$ cat src/rtl/maverickOne_pkg.sv
// Shared core types: decoded instruction record, register-file size and
// the system-wide issue queue depth.
package maverickOne_pkg;

   localparam int NUM_REGS          = 32;
   localparam int REG_AW            = $clog2(NUM_REGS);
   localparam int TAG_W             = 8;
   localparam int ISSUE_QUEUE_DEPTH = 4;

   typedef struct packed {
      logic [TAG_W-1:0]    tag;
      logic [REG_AW-1:0]   rd;
      logic [NUM_REGS-1:0] reg_req;
      logic                blocking;
   } decoded_instr_t;

   function automatic logic [NUM_REGS-1:0] reg_onehot(input logic [REG_AW-1:0] r);
      reg_onehot = NUM_REGS'(1'b1) << r;
   endfunction

endpackage

$ cat src/rtl/issue_queue_if.sv
// Enqueue and launch handshakes of the issue queue; the queue takes the
// slave view, producer/consumer (or bench) the master view.
interface issue_queue_if;
   import maverickOne_pkg::*;

   decoded_instr_t instr_in_i;
   logic           instr_in_valid_i;
   logic           instr_in_ready_o;
   decoded_instr_t instr_out_o;
   logic           instr_out_valid_o;
   logic           instr_out_ready_i;

   modport master (
      output instr_in_i, instr_in_valid_i, instr_out_ready_i,
      input  instr_in_ready_o, instr_out_o, instr_out_valid_o
   );

   modport slave (
      input  instr_in_i, instr_in_valid_i, instr_out_ready_i,
      output instr_in_ready_o, instr_out_o, instr_out_valid_o
   );

endinterface

$ cat src/rtl/issue_hazard_ckr.sv
// Per-slot launch eligibility; also extends the hazard mask and blocking
// flag seen by the next younger slot.
module issue_hazard_ckr
   import maverickOne_pkg::*;
#(
   parameter int NR       = NUM_REGS,
   parameter int SLOT     = 0,
   parameter int IN_ORDER = 0
) (
   input  logic           slot_valid,
   input  decoded_instr_t instr,
   input  logic [NR-1:0]  acc_in,
   input  logic           older_blocking_in,
   output logic           eligible,
   output logic [NR-1:0]  acc_out,
   output logic           blocking_out
);

   localparam logic IS_HEAD   = (SLOT == 0) ? 1'b1 : 1'b0;
   localparam logic MAY_SKIP  = ((IN_ORDER == 0) || (SLOT == 0)) ? 1'b1 : 1'b0;
   // x0 is never a real dependency
   localparam logic [NR-1:0] X0_MASK = ~NR'(1'b1);

   logic [NR-1:0] own_s;
   logic          hazard_s;

   // Eligibility and mask chaining for this slot
   always_comb begin
      own_s        = NR'(reg_onehot(instr.rd) | instr.reg_req);
      hazard_s     = |(own_s & acc_in);
      eligible     = slot_valid & ~hazard_s & ~older_blocking_in
                     & (IS_HEAD | ~instr.blocking) & MAY_SKIP;
      acc_out      = (acc_in | (slot_valid ? own_s : {NR{1'b0}})) & X0_MASK;
      blocking_out = older_blocking_in | (slot_valid & instr.blocking);
   end

endmodule

$ cat src/rtl/issue_queue.sv
// Age-ordered issue queue: slot 0 is oldest, launch picks the oldest
// hazard-free slot and collapses younger entries down in the same edge.
module issue_queue
   import maverickOne_pkg::*;
#(
   parameter int DEPTH    = ISSUE_QUEUE_DEPTH,
   parameter int IN_ORDER = 0,
   parameter int NR       = NUM_REGS
) (
   input  logic                       clk_i,
   input  logic                       arst_i,
   input  logic                       clear_i,
   input  logic [NR-1:0]              locks_i,
   output logic [$clog2(DEPTH+1)-1:0] count_o,
   issue_queue_if.slave               iq
);

   localparam int CW = $clog2(DEPTH+1);
   localparam int IW = $clog2(DEPTH);

   decoded_instr_t slots_r [DEPTH];
   logic [CW-1:0]  count_r;

   logic [DEPTH-1:0] valid_s;
   logic [DEPTH-1:0] elig_s;
   logic [NR-1:0]    acc_s [DEPTH];
   logic [DEPTH-1:0] blk_s;
   logic [NR-1:0]    acc_tail_unused;
   logic             blk_tail_unused;

   logic [IW-1:0] sel_s;
   logic          any_s;
   logic          enq_s;
   logic          launch_s;
   logic [CW-1:0] wr_idx_s;

   assign acc_s[0] = locks_i & ~NR'(1'b1);
   assign blk_s[0] = 1'b0;

   genvar g;
   generate
      for (g = 0; g < DEPTH; g++) begin : g_slot
         assign valid_s[g] = (CW'(g) < count_r);
         if (g < DEPTH-1) begin : g_mid
            issue_hazard_ckr #(.NR(NR), .SLOT(g), .IN_ORDER(IN_ORDER)) u_ckr (
               .slot_valid        (valid_s[g]),
               .instr             (slots_r[g]),
               .acc_in            (acc_s[g]),
               .older_blocking_in (blk_s[g]),
               .eligible          (elig_s[g]),
               .acc_out           (acc_s[g+1]),
               .blocking_out      (blk_s[g+1])
            );
         end else begin : g_tail
            issue_hazard_ckr #(.NR(NR), .SLOT(g), .IN_ORDER(IN_ORDER)) u_ckr (
               .slot_valid        (valid_s[g]),
               .instr             (slots_r[g]),
               .acc_in            (acc_s[g]),
               .older_blocking_in (blk_s[g]),
               .eligible          (elig_s[g]),
               .acc_out           (acc_tail_unused),
               .blocking_out      (blk_tail_unused)
            );
         end
      end
   endgenerate

   // Lowest eligible slot wins; output path is purely combinational
   always_comb begin
      sel_s = {IW{1'b0}};
      for (int k = DEPTH-1; k >= 0; k--) begin
         sel_s = elig_s[k] ? IW'(k) : sel_s;
      end
      any_s                = |elig_s;
      iq.instr_out_o       = slots_r[sel_s];
      iq.instr_out_valid_o = any_s & ~clear_i;
      iq.instr_in_ready_o  = (count_r < CW'(DEPTH)) & ~clear_i;
      enq_s                = iq.instr_in_valid_i & iq.instr_in_ready_o;
      launch_s             = iq.instr_out_valid_o & iq.instr_out_ready_i;
      // A same-cycle launch frees one slot below the current tail
      wr_idx_s             = launch_s ? (count_r - CW'(1'b1)) : count_r;
   end

   // Occupancy: flush wins over enqueue and launch
   always_ff @(posedge clk_i or posedge arst_i) begin
      if (arst_i) begin
         count_r <= {CW{1'b0}};
      end else if (clear_i) begin
         count_r <= {CW{1'b0}};
      end else if (enq_s && !launch_s) begin
         count_r <= count_r + CW'(1'b1);
      end else if (launch_s && !enq_s) begin
         count_r <= count_r - CW'(1'b1);
      end else begin
         count_r <= count_r;
      end
   end

   // Payload storage: collapse above the launched slot, then write the tail
   always_ff @(posedge clk_i) begin
      if (!clear_i) begin
         for (int k = 0; k < DEPTH; k++) begin
            if (launch_s && (IW'(k) >= sel_s) && (k < DEPTH-1)) begin
               slots_r[k] <= slots_r[(k < DEPTH-1) ? k+1 : k];
            end
            if (enq_s && (CW'(k) == wr_idx_s)) begin
               slots_r[k] <= iq.instr_in_i;
            end
         end
      end
   end

   assign count_o = count_r;

endmodule

$ cat src/flat_wrapper.sv
// flat-port wrapper written by rule: the top's interface ports become plain ports
module issue_queue_flat import maverickOne_pkg::*;
#(
   parameter int DEPTH    = ISSUE_QUEUE_DEPTH,
   parameter int IN_ORDER = 0,
   parameter int NR       = NUM_REGS
)
  (clk_i, arst_i, clear_i, locks_i, count_o, iq_instr_in_i, iq_instr_in_valid_i, iq_instr_out_ready_i, iq_instr_in_ready_o, iq_instr_out_o, iq_instr_out_valid_o);
  issue_queue_if iq_i ();
  input  logic clk_i;
  input  logic arst_i;
  input  logic clear_i;
  input  logic [NR-1:0] locks_i;
  output logic [$clog2(DEPTH+1)-1:0] count_o;
  input wire logic [$bits(iq_i.instr_in_i)-1:0] iq_instr_in_i;
  input wire logic [$bits(iq_i.instr_in_valid_i)-1:0] iq_instr_in_valid_i;
  input wire logic [$bits(iq_i.instr_out_ready_i)-1:0] iq_instr_out_ready_i;
  output wire logic [$bits(iq_i.instr_in_ready_o)-1:0] iq_instr_in_ready_o;
  output wire logic [$bits(iq_i.instr_out_o)-1:0] iq_instr_out_o;
  output wire logic [$bits(iq_i.instr_out_valid_o)-1:0] iq_instr_out_valid_o;
  assign iq_i.instr_in_i = iq_instr_in_i;
  assign iq_i.instr_in_valid_i = iq_instr_in_valid_i;
  assign iq_i.instr_out_ready_i = iq_instr_out_ready_i;
  assign iq_instr_in_ready_o = iq_i.instr_in_ready_o;
  assign iq_instr_out_o = iq_i.instr_out_o;
  assign iq_instr_out_valid_o = iq_i.instr_out_valid_o;
  issue_queue #(.DEPTH(DEPTH), .IN_ORDER(IN_ORDER), .NR(NR)) u_core (.clk_i(clk_i), .arst_i(arst_i), .clear_i(clear_i), .locks_i(locks_i), .count_o(count_o), .iq(iq_i));
endmodule
$ cat config.mk
export PLATFORM = sky130hd
export DESIGN_NAME = issue_queue_flat
export DESIGN_NICKNAME = d
export VERILOG_FILES = /design/src/rtl/maverickOne_pkg.sv /design/src/rtl/issue_queue_if.sv /design/src/rtl/issue_hazard_ckr.sv /design/src/rtl/issue_queue.sv /design/src/flat_wrapper.sv
export SDC_FILE = /design/constraint.sdc
export NUM_CORES = 1
export LEC_CHECK = 0
export BUFFER_PORTS_ARGS = -buffer_cell sky130_fd_sc_hd__buf_2
export CAP_MARGIN = 40
export CORE_MARGIN = 4
export CORE_UTILIZATION = 40
export DETAILED_ROUTE_END_ITERATION = 6
export GPL_TIMING_DRIVEN = 0
export SKIP_CTS_REPAIR_TIMING = 1
export SYNTH_ARGS = -nofsm -noshare
export SYNTH_HDL_FRONTEND = slang
export SYNTH_HIERARCHICAL = 1
export SYNTH_SLANG_ARGS = --single-unit
$ cat constraint.sdc
create_clock -name clk_i -period 21.9 [get_ports clk_i]
set_input_delay 6.57 -clock clk_i [delete_from_list [all_inputs] [get_ports clk_i]]
set_output_delay 6.57 -clock clk_i [all_outputs]
set_load 0.05 [all_outputs]
## Yosys cells after proc, flatten, opt, wreduce, memory -nomap -nowiden

Memories as Yosys holds them, arrays and structs flattened.
Cells that the tools add are included.

| word-level totals | value |
|---|---|
| bits in registers | 3 |
| memory bits (writable) | 184 |
| input port bits | 83 |
| memories | 1 |

| operators by class | value |
|---|---|
| $add $sub $neg | 2 |
| $lt $le $gt $ge | 8 |
| eq/ne operators | 3 |
| shift-type cells | 4 |
| multiplexer cells | 38 |
| bitwise logic cells | 44 |
| reductions and logical operators | 19 |

Memories:

| name | words | width | rd ports | clocked after Yosys merged registers in | wr ports | RTL line | RTL |
|---|---|---|---|---|---|---|---|
| u_core.slots_r | 4 | 46 | 5 | 0 | 3 | issue_queue.sv:21 | `decoded_instr_t slots_r [DEPTH];` |

Operators with widths:

| kind | count |
|---|---|
| bitwise OR 32 bit | 7 |
| 2-to-1 mux 46 bit | 4 |
| bitwise AND 32 bit | 4 |
| OR reduction 32 bit | 4 |
| << shifter 1 x 5 -> 32 bit (first input constant) | 4 |
| 2-to-1 mux 32 bit | 3 |
| OR reduction 46 bit | 1 |
| 2-to-1 mux 1 bit | 22 |
| bitwise AND 1 bit | 17 |
| 2-to-1 mux 3 bit | 4 |
| inverter 1 bit | 11 |
| 2-to-1 mux 2 bit | 5 |
| logical AND 1 bit | 9 |
| equality test 2 x 3 -> 1 bit (first input constant) | 2 |
| < comparator 1 x 3 -> 1 bit (first input constant) | 2 |
| < comparator 2 x 3 -> 1 bit (first input constant) | 2 |
| bitwise OR 1 bit | 5 |
| greater-or-equal comparator 1 x 2 -> 1 bit (first input constant) | 2 |
| OR reduction 4 bit | 1 |
| adder 3 x 1 -> 3 bit (second input constant) | 1 |
| equality test 1 x 3 -> 1 bit (first input constant) | 1 |
| logical NOT 3 bit | 1 |
| < comparator 3 bit (second input constant) | 1 |
| nonzero test 3 bit | 1 |
| 3 further kinds | 4 |

## Longest topological paths before layout

An unclocked memory read counts as a cell.

| depth | value |
|---|---|
| depth after elaboration | 24 |
| gate-level depth with buffers | 20 |
| mapped depth without buffers | 15 |

## Hierarchy

The synthesis kept the hierarchy.

By module, submodules not included:

| module | times used | cells an instance | area each (µm²) |
|---|---|---|---|
| issue_queue | 1 | 456 | 9275.1 |
| issue_hazard_ckr (u_core.g_slot[1].g_mid.u_ckr ...) | 3 | 183 | 1157.4 |
| issue_hazard_ckr (u_core.g_slot[0].g_mid.u_ckr) | 1 | 161 | 1086.0 |

## Least setup slack after synthesis

OpenSTA, ideal clock, no wires.

| path | value |
|---|---|
| path kind | input -> output |
| start point | input port locks_i[22] |
| end point | output port iq_instr_out_o[19] |
| arrival | 9.983 ns |
| data required time | 15.330 ns |
| path slack | 5.347 ns |
| cell stages on the path | 14 |
| buffers on the path | 3 |
| path through | o21bai_1 -> a21o_1 -> a21o_1 -> a22o_1 -> a221oi_1 -> nand4_1 -> or4_1 -> nor4_2 -> nand2b_1 -> a21oi_1 -> buf_2 -> buf_2 -> buf_2 -> mux4_2 |

RTL lines:

| item | RTL line | RTL |
|---|---|---|
| start: declaration | flat_wrapper.sv:13 | `input logic [NR-1:0] locks_i;` |
| end: declaration | flat_wrapper.sv:19 | `output wire logic [$bits(iq_i.instr_out_o)-1:0] iq_instr_out_o;` |

==> results.yml <==
grt:
  grt_pass1_wl_mm: 78.5
  global_route.overflow_total: 0
  globalRouteTotalUtil: 0.303
  vias_in_the_first_global_route: 10600
  antenna_found_initial: 1
  grt_max_degree: 24
pwr:
  pwr-share-seq: 0.455
  power.switching_w: 0.000263
  vdd_drop_max_mv: 0.0540
  clock_power_share: 0.358
  power.leakage_nw: 5.64
  power_density_nw_per_um2: 58.9
  switching_share: 0.289
  power.internal_w: 0.000648
  combPwrFrac: 0.187
timing:
  unrepaired_setup_endpoints_after_global_routing: "no"
  worstMarginPinSlew_ps: 868
  setup-tns-final_ps: 0
  post-route-period-util: 0.849
  finClkSkew_ps: 19.6
  clock.fmax_mhz: 53.8
  setup_viol: 0
  final_critical_delay_including_setup_and_external_delays_ps: 18590
  finalHoldViolations: 0
  least_setup_slack_across_all_paths_after_layout_ps: 3310
  finalMaxSlewViolations: 0
  relSlewSlack: 0.421
critical_path:
  critPathTopFamily: "simple AND/OR/NAND/NOR gates"
  element_type_at_the_critical_path_start: "input pin"
  critical_path.max_fanout: 10
  reg2reg_from: "u_core/count_o[2]$_DFFE_PP0P_"
  worst_setup_path_end_kind: "output pin"
  critical_path_class: "input pin to output pin"
  critical_path.n_buffers_inverters: 5
  reg2reg_setup_slack_ps: 14330
  crit_chain: "buf_2 -> o21bai_1 -> nand2b_1 -> nand2b_1 -> a22o_1 -> a221oi_1 -> nand4_1 -> or4_1 -> nor4_2 -> nor2_1 -> nor3_1 -> buf_2 -> buf_2 -> clkbuf_1 -> mux4_2 -> buf_2"
  timing.rr.end: "u_core/slots_r[0][11]$_DFFE_PP_"
  critical-path-top-cell-by-count: "sky130_fd_sc_hd__buf_2"
  critPathRequiredTime_ps: 15330
  cp_slowest_stage_delay_ps: 700
  slowest_stage: "sky130_fd_sc_hd__clkbuf_1"
  critical_path_at_ps: 12020
  worst-r2r-cell-count: 20
die:
  floorplan.initialDensity: 0.407
  fp.dieW_um: 190
  io_pins: 134
  core_area_um2: 32600
  row_count: 66
  chipHeight_um: 190
  floorplan.die_area_um2: 36200
clock_network:
  worstSkewPairLatency_ps: 460
  worst_setup_hold_path_clk_slew_ps: 70
  ctsLongestPathBuffers: 2
  cts_num_sinks: 187
  cts.htree.levels: 4
  tritoncts.num_buffers: 17
  clockRootBuffer: "sky130_fd_sc_hd__clkbuf_16"
  tritoncts_clock_tree: "built"
run_status:
  status: "complete, no violations"
place:
  detailed_place_hpwl_mm: 44.8
  port_buffers: 132
  gpl.final_weighted_congestion: 1.01
  placement.setup.worst_slack_ps: 3360
  placedCellCount: 1660
drt:
  remaining_drc_errors: 0
  finalWirelength_mm: 55.5
  vias: 10900
  detailedRoute.firstPassIterationCount: 6
  wl_per_cell_um: 32.8
  routed_via_density: 6.42
  detailedRoute.firstIterationViolations: 1092
  count_of_antenna_violating_nets_left_after_detailed_routing: 0
hold_path:
  worstHoldPathCells: 1
  timing.hold.worst.start: "u_core/slots_r[1][42]$_DFFE_PP_"
  hp-class: "flip-flop to flip-flop"
  holdPathEnd: "u_core/slots_r[0][42]$_DFFE_PP_"
yosys:
  synthesized_area_um2: 13300
  synthCells: 1067
  post_synth.cell_area_avg_um2: 12.4
  yosysWarningCount: 6
finish:
  stdcell_count: 1693
  final_nets: 1323
  final_layout_size_suffix_gt1_frac: 0.346
  flow.area_growth_from_synthesis_pct: 16.6
  filler_cell_count: 2958
run:
  cap_violations: 0
[power by group through the flow]
stage / logic (W) / clock network [W] / registers [W]
final: 0.000170 / 0.000326 / 0.000415
after global routing: 0.000178 / 0.000349 / 0.000415
after CTS: 0.000167 / 0.000334 / 0.000414
after detailed placement: 0.000166 / 0 / 0.000422
after global placement: 0.000162 / 0 / 0.000424
after floorplan: 0.000104 / 0 / 0.000416
[layer usage]
metal  wire (um)  vias to the layer above  global-route usage
met4        1780                        2              0.0959
met5           7                        -                   0
li1            -                     4617                   -
met3        4360                       84              0.0448
met2       26000                      584               0.494
met1       23300                     5586               0.422
[layout make-up]
type                       instances  area [um^2]  share of cell area
sequential                       187         5600               0.362
multi-input combinational        792         7200               0.466
antenna                            1         2.50            0.000162
clock buffer                      18          429              0.0277
clock inverter                    14          181              0.0117
inverter                           8         30.0             0.00194
timing repair buffer             148          980              0.0633
tap                              442          553              0.0357
buffer                            83          493              0.0319
[how the worst max path moves through the flow]
stage                start  cells past startpoint                 end  slack (ps)
5_1_grt        locks_i[29]                     16  iq_instr_out_o[13]        3150
3_5_place_dp   locks_i[29]                     16  iq_instr_out_o[13]        3360
2_1_floorplan  locks_i[22]                     14  iq_instr_out_o[19]        5360
6_report       locks_i[29]                     16  iq_instr_out_o[13]        3310
3_3_place_gp   locks_i[29]                     15  iq_instr_out_o[14]        2680
4_1_cts        locks_i[29]                     16  iq_instr_out_o[13]        3330
[placed cells by master (no fill, tap or decap), types with 6 or more instances in the layout]
master and instances:
sky130_fd_sc_hd__a31oi_1 10, sky130_fd_sc_hd__o21ai_0 60, sky130_fd_sc_hd__buf_1 10, sky130_fd_sc_hd__inv_1 7, sky130_fd_sc_hd__mux2i_1 25, sky130_fd_sc_hd__a31o_2 6
sky130_fd_sc_hd__nand4_1 13, sky130_fd_sc_hd__edfxtp_1 184, sky130_fd_sc_hd__a32oi_1 10, sky130_fd_sc_hd__a221oi_1 26, sky130_fd_sc_hd__buf_6 20, sky130_fd_sc_hd__mux2_4 120
sky130_fd_sc_hd__nand3_1 23, sky130_fd_sc_hd__a21oi_1 26, sky130_fd_sc_hd__nand3b_1 19, sky130_fd_sc_hd__clkbuf_16 17, sky130_fd_sc_hd__conb_1 7, sky130_fd_sc_hd__nand2b_1 59
sky130_fd_sc_hd__mux2_2 22, sky130_fd_sc_hd__a22oi_1 20, sky130_fd_sc_hd__mux4_2 47, sky130_fd_sc_hd__nor3_1 14, sky130_fd_sc_hd__buf_2 153, sky130_fd_sc_hd__nand2_1 21
sky130_fd_sc_hd__nor3b_1 9, sky130_fd_sc_hd__a22o_1 24, sky130_fd_sc_hd__nor2b_1 11, sky130_fd_sc_hd__clkbuf_1 32, sky130_fd_sc_hd__a21o_1 49, sky130_fd_sc_hd__buf_16 7
sky130_fd_sc_hd__o21bai_1 27, sky130_fd_sc_hd__nor2_1 61
[through the flow]
stage	power [W]	cell area [um^2]	util	hold WS [ps]
after floorplan	0.000520	13300	-	546
after CTS	0.000915	15500	0.474	587
final	0.000912	15500	0.474	583
after global routing	0.000941	15500	0.474	589
after detailed placement	0.000589	14900	0.456	564
after global placement	0.000586	14500	0.444	549
[state kept, by name, indices dropped and copies added (netlist names)]
register        cells
u_core/slots_r    184
u_core/count_o      3
Note: power is estimated with default switching activity, not from simulation.
